[src/rtl/activation_writeback_if.sv]
// Bundle-in / memory-write-out bus of the activation writeback stage.
interface activation_writeback_if #(
  parameter int NU_COUNT = 4,
  parameter int W        = 16,
  parameter int ADDR_W   = 8
);
  logic                         mac_valid;
  logic                         mac_ready;
  logic [NU_COUNT-1:0][W-1:0]   mac_data;
  logic [NU_COUNT-1:0]          ov_in;
  logic [1:0]                   act_sel;
  logic [ADDR_W-1:0]            base_addr;
  logic                         wr_en;
  logic [ADDR_W-1:0]            wr_addr;
  logic [W-1:0]                 wr_data;
  logic                         done;
  logic [15:0]                  ov_count;

  modport master (
    output mac_valid, mac_data, ov_in, act_sel, base_addr,
    input  mac_ready, wr_en, wr_addr, wr_data, done, ov_count
  );

  modport slave (
    input  mac_valid, mac_data, ov_in, act_sel, base_addr,
    output mac_ready, wr_en, wr_addr, wr_data, done, ov_count
  );
endinterface

[src/rtl/activation_writeback.sv]
// Serializes one MAC result bundle through a two-stage activation pipeline
// into consecutive output-memory writes; counts MAC overflow events.
module activation_writeback #(
  parameter int NU_COUNT = 4,
  parameter int Q_INT    = 8,
  parameter int Q_FRAC   = 8,
  parameter int ADDR_W   = 8
) (
  input  logic                 clk,
  input  logic                 reset,
  activation_writeback_if.slave bus
);
  localparam int W   = Q_INT + Q_FRAC;
  localparam int K_W = (NU_COUNT > 1) ? $clog2(NU_COUNT) : 1;
  localparam logic [K_W-1:0] K_LAST = K_W'(NU_COUNT - 1);
  localparam logic signed [W:0] ONE = {{W{1'b0}}, 1'b1} << Q_FRAC;

  typedef enum logic [1:0] {IDLE, ISSUE, DRAIN} state_t;

  state_t                      state;
  logic [K_W-1:0]              k;
  logic [NU_COUNT-1:0][W-1:0]  data_r;
  logic [1:0]                  sel_r;
  logic [ADDR_W-1:0]           base_r;
  logic [15:0]                 ov_count_r;
  logic                        accept;

  logic                        vld_p1, last_p1;
  logic signed [W-1:0]         act_p1;
  logic [ADDR_W-1:0]           addr_p1;

  logic                        wr_en_p2, done_p2;
  logic [ADDR_W-1:0]           wr_addr_p2;
  logic [W-1:0]                wr_data_p2;

  function automatic logic signed [W-1:0] sat_clamp(input logic signed [W:0] t,
                                                    input logic signed [W:0] lo,
                                                    input logic signed [W:0] hi);
    logic signed [W:0] r;
    if (t < lo)      r = lo;
    else if (t > hi) r = hi;
    else             r = t;
    return r[W-1:0];
  endfunction

  function automatic logic [15:0] sat_count(input logic [16:0] s);
    return s[16] ? 16'hFFFF : s[15:0];
  endfunction

  function automatic logic [16:0] popcount(input logic [NU_COUNT-1:0] v);
    logic [16:0] c;
    c = '0;
    for (int i = 0; i < NU_COUNT; i++) c = c + 17'(v[i]);
    return c;
  endfunction

  // Sigmoid slope/offset evaluated one bit wider so the offset add cannot wrap.
  function automatic logic signed [W-1:0] activate(input logic signed [W-1:0] x,
                                                   input logic [1:0] sel);
    logic signed [W:0]   xe;
    logic signed [W:0]   t;
    logic signed [W-1:0] y;
    xe = {x[W-1], x};
    t  = (xe >>> 2) + (ONE >>> 1);
    case (sel)
      2'd0:    y = x;
      2'd1:    y = x[W-1] ? '0 : x;
      2'd2:    y = sat_clamp(t, '0, ONE);
      default: y = sat_clamp(xe, -ONE, ONE);
    endcase
    return y;
  endfunction

  assign bus.mac_ready = (state == IDLE) && !reset;
  assign accept        = bus.mac_valid && bus.mac_ready;

  always_ff @(posedge clk) begin
    if (reset) begin
      state      <= IDLE;
      k          <= '0;
      vld_p1     <= 1'b0;
      last_p1    <= 1'b0;
      ov_count_r <= '0;
    end else begin
      vld_p1  <= (state == ISSUE);
      last_p1 <= (state == ISSUE) && (k == K_LAST);
      case (state)
        IDLE: if (accept) begin
          state      <= ISSUE;
          k          <= '0;
          ov_count_r <= sat_count({1'b0, ov_count_r} + popcount(bus.ov_in));
        end
        ISSUE: begin
          if (k == K_LAST) begin
            state <= DRAIN;
            k     <= '0;
          end else begin
            k <= k + 1'b1;
          end
        end
        DRAIN:   state <= IDLE;
        default: state <= IDLE;
      endcase
    end
  end

  always_ff @(posedge clk) begin
    if (accept) begin
      data_r <= bus.mac_data;
      sel_r  <= bus.act_sel;
      base_r <= bus.base_addr;
    end
  end

  // Stage 1: activation and address of element k
  always_ff @(posedge clk) begin
    act_p1  <= activate(data_r[k], sel_r);
    addr_p1 <= base_r + ADDR_W'(k);
  end

  // Stage 2: memory write port
  always_ff @(posedge clk) begin
    if (reset) begin
      wr_en_p2   <= 1'b0;
      done_p2    <= 1'b0;
      wr_addr_p2 <= '0;
      wr_data_p2 <= '0;
    end else begin
      wr_en_p2 <= vld_p1;
      done_p2  <= vld_p1 && last_p1;
      if (vld_p1) begin
        wr_addr_p2 <= addr_p1;
        wr_data_p2 <= act_p1;
      end
    end
  end

  assign bus.wr_en    = wr_en_p2;
  assign bus.done     = done_p2;
  assign bus.wr_addr  = wr_addr_p2;
  assign bus.wr_data  = wr_data_p2;
  assign bus.ov_count = ov_count_r;
endmodule

[src/flat_wrapper.sv]
// flat-port wrapper written by rule: the top's interface ports become plain ports
module activation_writeback_flat 
#(
  parameter int NU_COUNT = 4,
  parameter int Q_INT    = 8,
  parameter int Q_FRAC   = 8,
  parameter int ADDR_W   = 8
)
  (clk, reset, bus_mac_valid, bus_mac_data, bus_ov_in, bus_act_sel, bus_base_addr, bus_mac_ready, bus_wr_en, bus_wr_addr, bus_wr_data, bus_done, bus_ov_count);
  activation_writeback_if #(.NU_COUNT(NU_COUNT), .W((16)), .ADDR_W(ADDR_W)) bus_i ();
  input  logic clk;
  input  logic reset;
  input wire logic [$bits(bus_i.mac_valid)-1:0] bus_mac_valid;
  input wire logic [$bits(bus_i.mac_data)-1:0] bus_mac_data;
  input wire logic [$bits(bus_i.ov_in)-1:0] bus_ov_in;
  input wire logic [$bits(bus_i.act_sel)-1:0] bus_act_sel;
  input wire logic [$bits(bus_i.base_addr)-1:0] bus_base_addr;
  output wire logic [$bits(bus_i.mac_ready)-1:0] bus_mac_ready;
  output wire logic [$bits(bus_i.wr_en)-1:0] bus_wr_en;
  output wire logic [$bits(bus_i.wr_addr)-1:0] bus_wr_addr;
  output wire logic [$bits(bus_i.wr_data)-1:0] bus_wr_data;
  output wire logic [$bits(bus_i.done)-1:0] bus_done;
  output wire logic [$bits(bus_i.ov_count)-1:0] bus_ov_count;
  assign bus_i.mac_valid = bus_mac_valid;
  assign bus_i.mac_data = bus_mac_data;
  assign bus_i.ov_in = bus_ov_in;
  assign bus_i.act_sel = bus_act_sel;
  assign bus_i.base_addr = bus_base_addr;
  assign bus_mac_ready = bus_i.mac_ready;
  assign bus_wr_en = bus_i.wr_en;
  assign bus_wr_addr = bus_i.wr_addr;
  assign bus_wr_data = bus_i.wr_data;
  assign bus_done = bus_i.done;
  assign bus_ov_count = bus_i.ov_count;
  activation_writeback #(.NU_COUNT(NU_COUNT), .Q_INT(Q_INT), .Q_FRAC(Q_FRAC), .ADDR_W(ADDR_W)) u_core (.clk(clk), .reset(reset), .bus(bus_i));
endmodule
[config.mk]
export PLATFORM = sky130hd
export DESIGN_NAME = activation_writeback_flat
export DESIGN_NICKNAME = d
export VERILOG_FILES = /design/src/rtl/activation_writeback_if.sv /design/src/rtl/activation_writeback.sv /design/src/flat_wrapper.sv
export SDC_FILE = /design/constraint.sdc
export NUM_CORES = 1
export LEC_CHECK = 0
export ABC_AREA = 1
export ABC_CLOCK_PERIOD_IN_PS = 7160
export BUFFER_PORTS_ARGS = -buffer_cell sky130_fd_sc_hd__buf_2
export CORE_MARGIN = 8
export CORE_UTILIZATION = 59
export DETAILED_ROUTE_END_ITERATION = 6
export PLACE_DENSITY = 0.9
export SYNTH_ARGS = -nofsm -noshare
export SYNTH_HDL_FRONTEND = slang
export SYNTH_SLANG_ARGS = --single-unit
[constraint.sdc]
create_clock -name clk -period 7.16 [get_ports clk]
set_input_delay 1.432 -clock clk [delete_from_list [all_inputs] [get_ports clk]]
set_output_delay 1.432 -clock clk [all_outputs]
set_load 0.1 [all_outputs]
==> results of run 1 <==
## per-layer routing
layer	share of wire, %	up-vias	wire length [µm]	GRT usage [%]
met5	0	-	0	0
met4	2.9	0	395	9.37
met3	6.7	52	928	5.90
met2	50	223	6900	35.0
met1	40	2263	5570	21.6
li1	-	2403	-	-
## worst max-delay path by stage
stage / end / cells past startpoint
after floorplan: u_core.bus.ov_count[11]$_SDFFE_PP0P_ / 9
final: u_core.bus.ov_count[6]$_SDFFE_PP0P_ / 16
after global placement: u_core.bus.ov_count[13]$_SDFFE_PP0P_ / 16
after CTS: u_core.bus.ov_count[6]$_SDFFE_PP0P_ / 16
after detailed placement: u_core.bus.ov_count[14]$_SDFFE_PP0P_ / 17
after global routing: u_core.bus.ov_count[6]$_SDFFE_PP0P_ / 16
## power breakdown
| group | total (W) | internal, W | switching, W |
|---|---|---|---|
| Sequential | 0.000958 | 0.000936 | 0.0000221 |
| Clock | 0.000885 | 0.000564 | 0.000321 |
| Combinational | 0.000354 | 0.0000858 | 0.000269 |
| Total | 0.00220 | 0.00159 | 0.000611 |
## cells by family after synthesis
family | Yosys count
AND/OR/NAND/NOR | 331
flip-flops | 146
buffers and inverters | 77
AO/OA/AOI/OAI | 68
adder cells (fa/ha/maj) | 13
XOR/XNOR | 12
## state kept, by name, indices dropped and copies added, names as in the netlist
register and cells:
u_core.act_p1 16, u_core.k 2, u_core.last_p1 1, u_core.base_r 8, u_core.state 2, u_core.bus.ov_count 16
u_core.vld_p1 1, u_core.bus.wr_addr 8, u_core.data_r 64, u_core.bus.wr_data 16, u_core.bus.wr_en 1, u_core.bus.done 1
u_core.addr_p1 8, u_core.sel_r 2
## synth_stat cells, drive strengths merged (10+ instances only)
| cell type | number | area (µm²) |
|---|---|---|
| nand2 | 160 | 623 |
| nor2 | 84 | 355 |
| edfxtp | 74 | 2220 |
| dfxtp | 72 | 1440 |
| inv | 56 | 210 |
| nand3 | 56 | 290 |
| o21ai | 41 | 209 |
| nand4 | 20 | 125 |
| a21oi | 16 | 80.1 |
| buf | 12 | 111 |
| ha | 10 | 125 |
## worst register-to-register path, stage by stage, from the launching register on
cell and delay, ns:
dfxtp_1 0.33, inv_1 0.08, fa_1 0.48, inv_1 0.07
ha_1 0.16, inv_1 0.06, fa_1 0.38, or2_1 0.26
nand2_1 0.08, nand2_1 0.10, nor3_1 0.26, nand2_1 0.13
inv_1 0.10, nand2_1 0.15, a21oi_1 0.20
## per-stage QoR
step	util, %	std cells
2_1_floorplan	-	647
3_3_place_gp	66.6	889
6_report	72.6	920
5_1_grt	72.6	920
3_5_place_dp	66.6	889
4_1_cts	72.6	920
## cell type report
class | count | area [µm²] | area share (%)
Multi-Input combinational cell | 424 | 2130 | 28.7
Inverter | 57 | 214 | 2.88
Timing Repair Buffer | 126 | 638 | 8.59
Sequential cell | 146 | 3660 | 49.3
Clock buffer | 26 | 556 | 7.48
Clock inverter | 5 | 56.3 | 0.758
Tap cell | 136 | 170 | 2.29
==> metrics.cfg, run 1 <==
[synthesis]
synthArstFlopShare_pct = 0
synth_edf_count = 74
synthSimpleGateAreaFrac_pct = 23.9
ys_seq_area_share_pct = 59.6
ys.flop_type = edfxtp_1
syn_area_um2 = 6150
ys_ff_latch = 146
synthAdderAreaFrac_pct = 3.01
post_synth_inst_count = 647
synth.distinct_cells = 38
syn_nets = 741
synth_top_family_by_area = simple AND/OR/NAND/NOR gates
ys_warn_count = 0
synth_mux_area_share_pct = 0
avgSynthCellArea_um2 = 9.50
synth_compound_area_share_pct = 6.00
synthXorXnorAreaFrac_pct = 1.71

[drt]
ant_nets = 0
drt_wl_total_um = 13800
avgRoutedWirePerCell_um = 15.0
via_per_inst = 5.37
drc = 0
first_pass_iters = 6
drt_iter0_drc = 339
vias = 4941

[layout]
drive_gt1_share_pct = 23.2
layout_common_cells = 151 x nand2_1, 123 x buf_2, 76 x nor2_1
area_growth_syn_to_layout_pct = 20.8
stdcell_area_um2 = 7430
final_common_cell = nand2_1
antennaDiodeCount = 0
nets = 866
n_fill_cell = 718

[floorplanning]
num_rows = 37
die_y_um = 118
die_w_um = 118
coreArea_um2 = 10200
ios = 124
fp.dieArea_um2 = 13900
start_util_pct = 60.1

[clock_tree]
cts_buffers = 17
cts.sinks = 146
cts_buffer_depth = 2
clkLatencyLatePin_ns = 0.52
cts_max_level = 4
path_clk_slew_ns = 0.06
cts_tree = yes
cts_setup_buffers = 0
postCtsResizedCells = 0
ctsRootBufferMaster = clkbuf_8
cts_hold_buffers = 0

[sta]
maxSlewViolCount = 0
rsz0062_at_grt = false
setup_tns_ns = 0
finalWorstSetupSlack_ns = 3.37
post-route-period-util_pct = 52.9
worst_slew_pin_slew_ns = 0.990
finalCriticalPeriod_ns = 3.79
max_freq_mhz = 264
finalHoldViolCount = 0
finalSetupViolCount = 0
slew_headroom_pct = 34.0
skew_ns = 0.00696
holdWs_ns = 0.451

[critical_path]
max_stage_delay_ns = 0.41
worstSetupStartpoint = bus_ov_in[0]
cp-start-kind = primary input
end_kind = register
worstReg2RegStart = u_core.bus.ov_count[0]$_SDFFE_PP0P_
worst-path-buf-inv = 5
cp_slowest_cell = fa_1
rr_endpoint = u_core.bus.ov_count[6]$_SDFFE_PP0P_
critical_path_class = in -> reg
r2r_slack_ns = 4.25
worstPathRequired_ns = 7.60
arrival_ns = 4.23
path_cells = buf_2, ha_1, inv_1, fa_1, inv_1, ha_1, inv_1, fa_1, or2_1, nand2_1, nand2_1, nor3_1, nand2_1, inv_1, nand2_1, a21oi_1
worstPathMaxFanout = 6
r2r.worst_path.cells = 14
critical_path.top_delay_family = adder cells

[power_and_ir_drop]
total_leakage_power_nw = 3.37
vdd_drop_max_v = 0.000224
powerDensity_nw_per_um2 = 296
p_total_w = 0.00220

[worst_hold_path]
hp-class = reg -> reg
hold_depth = 2
min_to = u_core.bus.wr_addr[4]$_SDFFE_PP0P_
min_from = u_core.addr_p1[4]$_DFF_P_

[global_routing]
grt_pass1_vias = 5142
track_usage_pct = 19.9
overflow = 0
antenna_found_initial = 0
grt_pass1_wl_um = 22800
grt_max_degree = 81

[placement]
dp_slack_ns = 2.88
placedInstanceArea_um2 = 6810
port_buffers = 123
hpwl_um = 9460
place.gp.congestion = 0.937

[run]
maxCapViolations = 0

[status]
status = completed

Power figures use the tool's default switching activity.
==> run 2, diff against run 1 <==
ABC_CLOCK_PERIOD_IN_PS = 3900   (was 7160)
CORE_UTILIZATION = 55   (was 59)
PLACE_DENSITY = 0.85   (was 0.9)
clock period = 3.9 ns   (was 7.16 ns; I/O delays follow)
==> run 2 against run 1 <==
Power grew 81%. Count of clock-buffer cells in the layout shrank 4. Utilization shrank 4.5 points. Final cell count grew 0.43%. Clock power grew 77%. Flip-flop and latch count is the same. Global-route usage shrank 1.3 points. Cell area shrank 0.12%. Die area grew 6.3%. Non-clock buffer count is the same. Hold slack lost 0.023 ns. Sequential share of layout area grew 0.058 points.
==> metrics.cfg, run 2 (synthesis results as in run 1) <==
[status]
status = completed

[floorplanning]
fp.dieArea_um2 = 14800
die_w_um = 122
start_util_pct = 56.5
ios = 124
die_y_um = 122
num_rows = 38
coreArea_um2 = 10900

[worst_hold_path]
min_to = u_core.data_r[62]$_DFFE_PP_
min_from = bus_mac_data[62]
hold_depth = 1
hp-class = in -> reg

[clock_tree]
path_clk_slew_ns = 0.06
cts_tree = yes
cts_setup_buffers = 0
cts.sinks = 146
ctsRootBufferMaster = clkbuf_8
cts_buffers = 17
postCtsResizedCells = 0
clkLatencyLatePin_ns = 0.52
cts_max_level = 4
cts_buffer_depth = 2
cts_hold_buffers = 0

[global_routing]
grt_max_degree = 81
overflow = 0
track_usage_pct = 18.6
grt_pass1_vias = 4842
grt_pass1_wl_um = 22100
antenna_found_initial = 0

[sta]
skew_ns = 0.00810
worst_slew_pin_slew_ns = 0.773
rsz0062_at_grt = false
finalHoldViolCount = 0
maxSlewViolCount = 0
slew_headroom_pct = 48.4
finalSetupViolCount = 0
post-route-period-util_pct = 80.5
setup_tns_ns = 0
finalCriticalPeriod_ns = 3.14
finalWorstSetupSlack_ns = 0.761
max_freq_mhz = 319

[placement]
place.gp.congestion = 0.870
dp_slack_ns = 0.239
port_buffers = 123
hpwl_um = 9440
placedInstanceArea_um2 = 6830

[critical_path]
critical_path_class = in -> reg
cp_slowest_cell = fa_1
rr_endpoint = u_core.bus.ov_count[13]$_SDFFE_PP0P_
r2r.worst_path.cells = 14
worstSetupPathDepth = 16
r2r_slack_ns = 0.98
arrival_ns = 3.58
worst-path-buf-inv = 5
end_kind = register
worstPathRequired_ns = 4.34
max_stage_delay_ns = 0.41
critical_path.top_delay_family = adder cells
worstPathMaxFanout = 6
cp-start-kind = primary input
worstReg2RegStart = u_core.bus.ov_count[0]$_SDFFE_PP0P_
path_cells = buf_2, ha_1, inv_1, fa_1, inv_1, ha_1, inv_1, fa_1, or2_1, nand2_1, nand2_1, nor3_1, nand2_1, inv_1, nand2_1, a31oi_1

[layout]
final_common_cell = nand2_1
largest_register_ffs = 64
stdcell_area_um2 = 7420
area_growth_syn_to_layout_pct = 20.7
antennaDiodeCount = 0
top_register = u_core.data_r
final_core_util_pct = 68.1
nets = 866
layout_common_cells = 151 x nand2_1, 123 x buf_2, 76 x nor2_1
drive_gt1_share_pct = 23.2

[drt]
first_pass_iters = 5
drt_wl_total_um = 13400
drt_iter0_drc = 451
vias = 4853
avgRoutedWirePerCell_um = 14.5
via_per_inst = 5.25
ant_nets = 0
drc = 0

[power_and_ir_drop]
vdd_drop_max_v = 0.000313
powerDensity_nw_per_um2 = 536
total_leakage_power_nw = 3.36
p_total_w = 0.00398

[run]
maxCapViolations = 0

run 2: stage by stage:
| stage | instances | hold slack, ns |
|---|---|---|
| final | 924 | 0.428 |
| after global routing | 924 | 0.409 |
| after CTS | 924 | 0.405 |
| after detailed placement | 893 | 0.424 |
| after global placement | 893 | 0.422 |
| after floorplan | 647 | 0.404 |
run 2: how the worst max path moves through the flow:
stage,from,end,slack (ns)
finish,bus_ov_in[0],u_core.bus.ov_count[13]$_SDFFE_PP0P_,0.76
global route,bus_ov_in[0],u_core.bus.ov_count[13]$_SDFFE_PP0P_,0.54
CTS,bus_ov_in[0],u_core.bus.ov_count[13]$_SDFFE_PP0P_,0.79
detailed placement,bus_ov_in[0],u_core.bus.ov_count[14]$_SDFFE_PP0P_,0.24
global placement,bus_ov_in[0],u_core.bus.ov_count[14]$_SDFFE_PP0P_,0.38
floorplan,reset,u_core.bus.ov_count[11]$_SDFFE_PP0P_,0.12
run 2: cell type report:
type	instances	area, µm²
clock buffers	22	484
fillers	814	3470
inverters	57	214
clock inverters	9	101
well taps	140	175
repair buffers	126	651
flip-flops and latches	146	3660
multi-input cells	424	2130
run 2: power breakdown:
group          switching, W  leakage, nW  internal (W)  total [W]
Clock              0.000580        0.296      0.000992    0.00157
Combinational      0.000490         1.79      0.000159   0.000649
Sequential        0.0000396         1.28       0.00172    0.00176
Total               0.00111         3.36       0.00287    0.00398
run 2: layer usage:
metal	up-vias	GRT usage, %	routed length (µm)
li1	2406	-	-
met3	19	5.65	1010
met2	188	31.0	6560
met4	0	8.17	192
met5	-	0	0
met1	2240	21.8	5590
==> run 3, diff against run 2 <==
ABC_CLOCK_PERIOD_IN_PS = 2500   (was 3900)
CORE_UTILIZATION = 49   (was 55)
PLACE_DENSITY = 0.8   (was 0.85)
clock period = 2.5 ns   (was 3.9 ns; I/O delays follow)
==> run 3 against run 2 <==
The flow now finishes with violations (negative setup slack). Hold slack lost 0.17 ns. Power increased by 52%. Die area grew 11%. Count of clock-buffer cells in the layout fell by 2. Critical path depth up 1.
==> metrics.cfg, run 3 (synthesis results as in run 1) <==
[clock_tree]
cts_buffer_depth = 2
cts_buffers = 17
cts.sinks = 146
path_clk_slew_ns = 0.06
cts_tree = yes
clkLatencyLatePin_ns = 0.41
ctsRootBufferMaster = clkbuf_16
cts_hold_buffers = 0
cts_max_level = 4

[drt]
ant_nets = 0
drt_wl_total_um = 13200
met3_length_um = 779
met2_length_um = 6370
vias = 4787
avgRoutedWirePerCell_um = 13.6
met1_length_um = 5920
first_pass_iters = 5
via_per_inst = 4.92
top_layer_used = met4
drc = 0
drt_iter0_drc = 362

[global_routing]
grt_max_degree = 75
track_usage_pct = 16.5
overflow = 0
grt_pass1_vias = 4728
grt_pass1_wl_um = 21500
antenna_found_initial = 0

[sta]
slew_headroom_pct = 48.5
skew_ns = 0.0147
maxSlewViolCount = 0
post-route-period-util_pct = 111
max_freq_mhz = 361
finalCriticalPeriod_ns = 2.77
finalWorstSetupSlack_ns = -0.268
holdWs_ns = 0.256
finalHoldViolCount = 0
rsz0062_at_grt = true
finalSetupViolCount = 16
worst_slew_pin_slew_ns = 0.772

[power_and_ir_drop]
internal_power_w = 0.00428
total_leakage_power_nw = 3.45
switchingPower_w = 0.00177
clkPwrFrac_pct = 37.4
combinationalPowerShare_pct = 17.4
vdd_drop_max_v = 0.000642
switching_share_pct = 29.2
pwr-share-seq_pct = 45.2
powerDensity_nw_per_um2 = 788

[floorplanning]
ios = 124
fp.dieArea_um2 = 16400
num_rows = 41
start_util_pct = 49.5
coreArea_um2 = 12400
die_y_um = 128
die_w_um = 128

[layout]
final_common_cell = nand2_1
top_register = u_core.data_r
antennaDiodeCount = 0
area_growth_syn_to_layout_pct = 24.8
drive_gt1_share_pct = 27.7
instances_no_fill = 973
nets = 882
layout_common_cells = 146 x nand2_1, 121 x buf_2, 74 x nor2_1, 74 x edfxtp_1, 71 x dfxtp_1
final_core_util_pct = 61.8
largest_register_ffs = 64
stdcell_area_um2 = 7670

[status]
status = complete, but fails checks
violations = negative setup slack

[critical_path]
worst-path-buf-inv = 5
critical_path_class = in -> reg
r2r_slack_ns = -0.22
path_cells = buf_6, ha_4, inv_2, fa_1, inv_1, ha_2, inv_2, fa_2, or2_1, nand2_2, nand2_4, nor2_4, nand3_2, or2_1, inv_1, nand2_2, a31oi_1
worstPathRequired_ns = 2.83
cp-start-kind = primary input
end_kind = register
worstSetupStartpoint = bus_ov_in[1]
worstPathMaxFanout = 3
rr_endpoint = u_core.bus.ov_count[11]$_SDFFE_PP0P_
worstReg2RegStart = u_core.bus.ov_count[0]$_SDFFE_PP0P_
crit_end = u_core.bus.ov_count[11]$_SDFFE_PP0P_
worstSetupPathDepth = 17
max_stage_delay_ns = 0.43
r2r.worst_path.cells = 15
cp_slowest_cell = fa_1
arrival_ns = 3.10
critical_path.top_delay_family = adder cells

[placement]
port_buffers = 123
dp.cells = 937
place.gp.congestion = 0.873
hpwl_um = 9290
dp_slack_ns = -0.670
placedInstanceArea_um2 = 7030

[worst_hold_path]
hp-class = in -> reg

[run]
maxCapViolations = 0

## run 3: changes by cell type in the layout (fill, tap and decap cells not counted), moves of 3 or more
cell      previous run  this run
buf_4                2        16
buf_6                0         3
inv_1               53        49
clkbuf_8             4         0
a21oi_1             16        10
nand2_1            151       146
a21oi_2              0         6
nand2_4              0         3
inv_2                3         6
## run 3: repair_timing
action	in CTS	in global routing
endpoints found under the setup margin	16	16
setup buffers	2	2
gates resized for setup	16	6
pin swaps	4	7
hold endpoints to repair	0	0
## run 3: layer usage
metal  GRT usage [%]  vias up
li1                -     2444
met1            19.9     2183
met2            26.9      151
met3            5.49        9
met4            6.01        0
met5               0        -
## run 3: worst min-delay path by stage
| stage | from | to | slack, ns | cells past startpoint |
|---|---|---|---|---|
| 6_report | bus_mac_data[15] | u_core.data_r[15]$_DFFE_PP_ | 0.26 | 1 |
| 5_1_grt | bus_mac_data[7] | u_core.data_r[7]$_DFFE_PP_ | 0.24 | 1 |
| 4_1_cts | bus_mac_data[15] | u_core.data_r[15]$_DFFE_PP_ | 0.24 | 1 |
| 3_5_place_dp | u_core.last_p1$_SDFF_PP0_ | u_core.bus.done$_SDFF_PP0_ | 0.42 | 2 |
| 3_3_place_gp | u_core.last_p1$_SDFF_PP0_ | u_core.bus.done$_SDFF_PP0_ | 0.42 | 2 |
| 2_1_floorplan | u_core.last_p1$_SDFF_PP0_ | u_core.bus.done$_SDFF_PP0_ | 0.40 | 2 |
## run 3: area by class of cell
cell class / count / area (µm²)
Inverter: 57 / 230
Timing Repair Buffer: 142 / 800
Clock buffer: 20 / 458
Clock inverter: 12 / 80.1
Tap cell: 172 / 215
Multi-Input combinational cell: 424 / 2220
Fill cell: 1045 / 4740
Sequential cell: 146 / 3670
## run 3: power by group through the flow
stage	clock [W]	sequential, W	combinational [W]
floorplan	0	0.00304	0.000536
global placement	0	0.00278	0.00102
detailed placement	0	0.00279	0.00104
CTS	0.00232	0.00274	0.00105
global route	0.00241	0.00275	0.00115
finish	0.00226	0.00273	0.00105
## run 3: through the flow
step,power (W),setup TNS [ns]
3_5_place_dp,0.00382,-8.87
5_1_grt,0.00631,-4.01
6_report,0.00605,-2.33
3_3_place_gp,0.00380,-7.73
2_1_floorplan,0.00357,-4.18
4_1_cts,0.00610,-1.44
## run 3: worst register-to-register path: stages (launching register included)
cell     delay [ns]
dfxtp_4        0.35
inv_2          0.05
fa_1           0.47
inv_1          0.07
ha_2           0.18
inv_2          0.04
fa_2           0.33
or2_1          0.24
nand2_2        0.11
nand2_4        0.07
nor2_4         0.10
nand3_2        0.08
or2_1          0.26
inv_1          0.08
nand2_2        0.07
a31oi_1        0.17
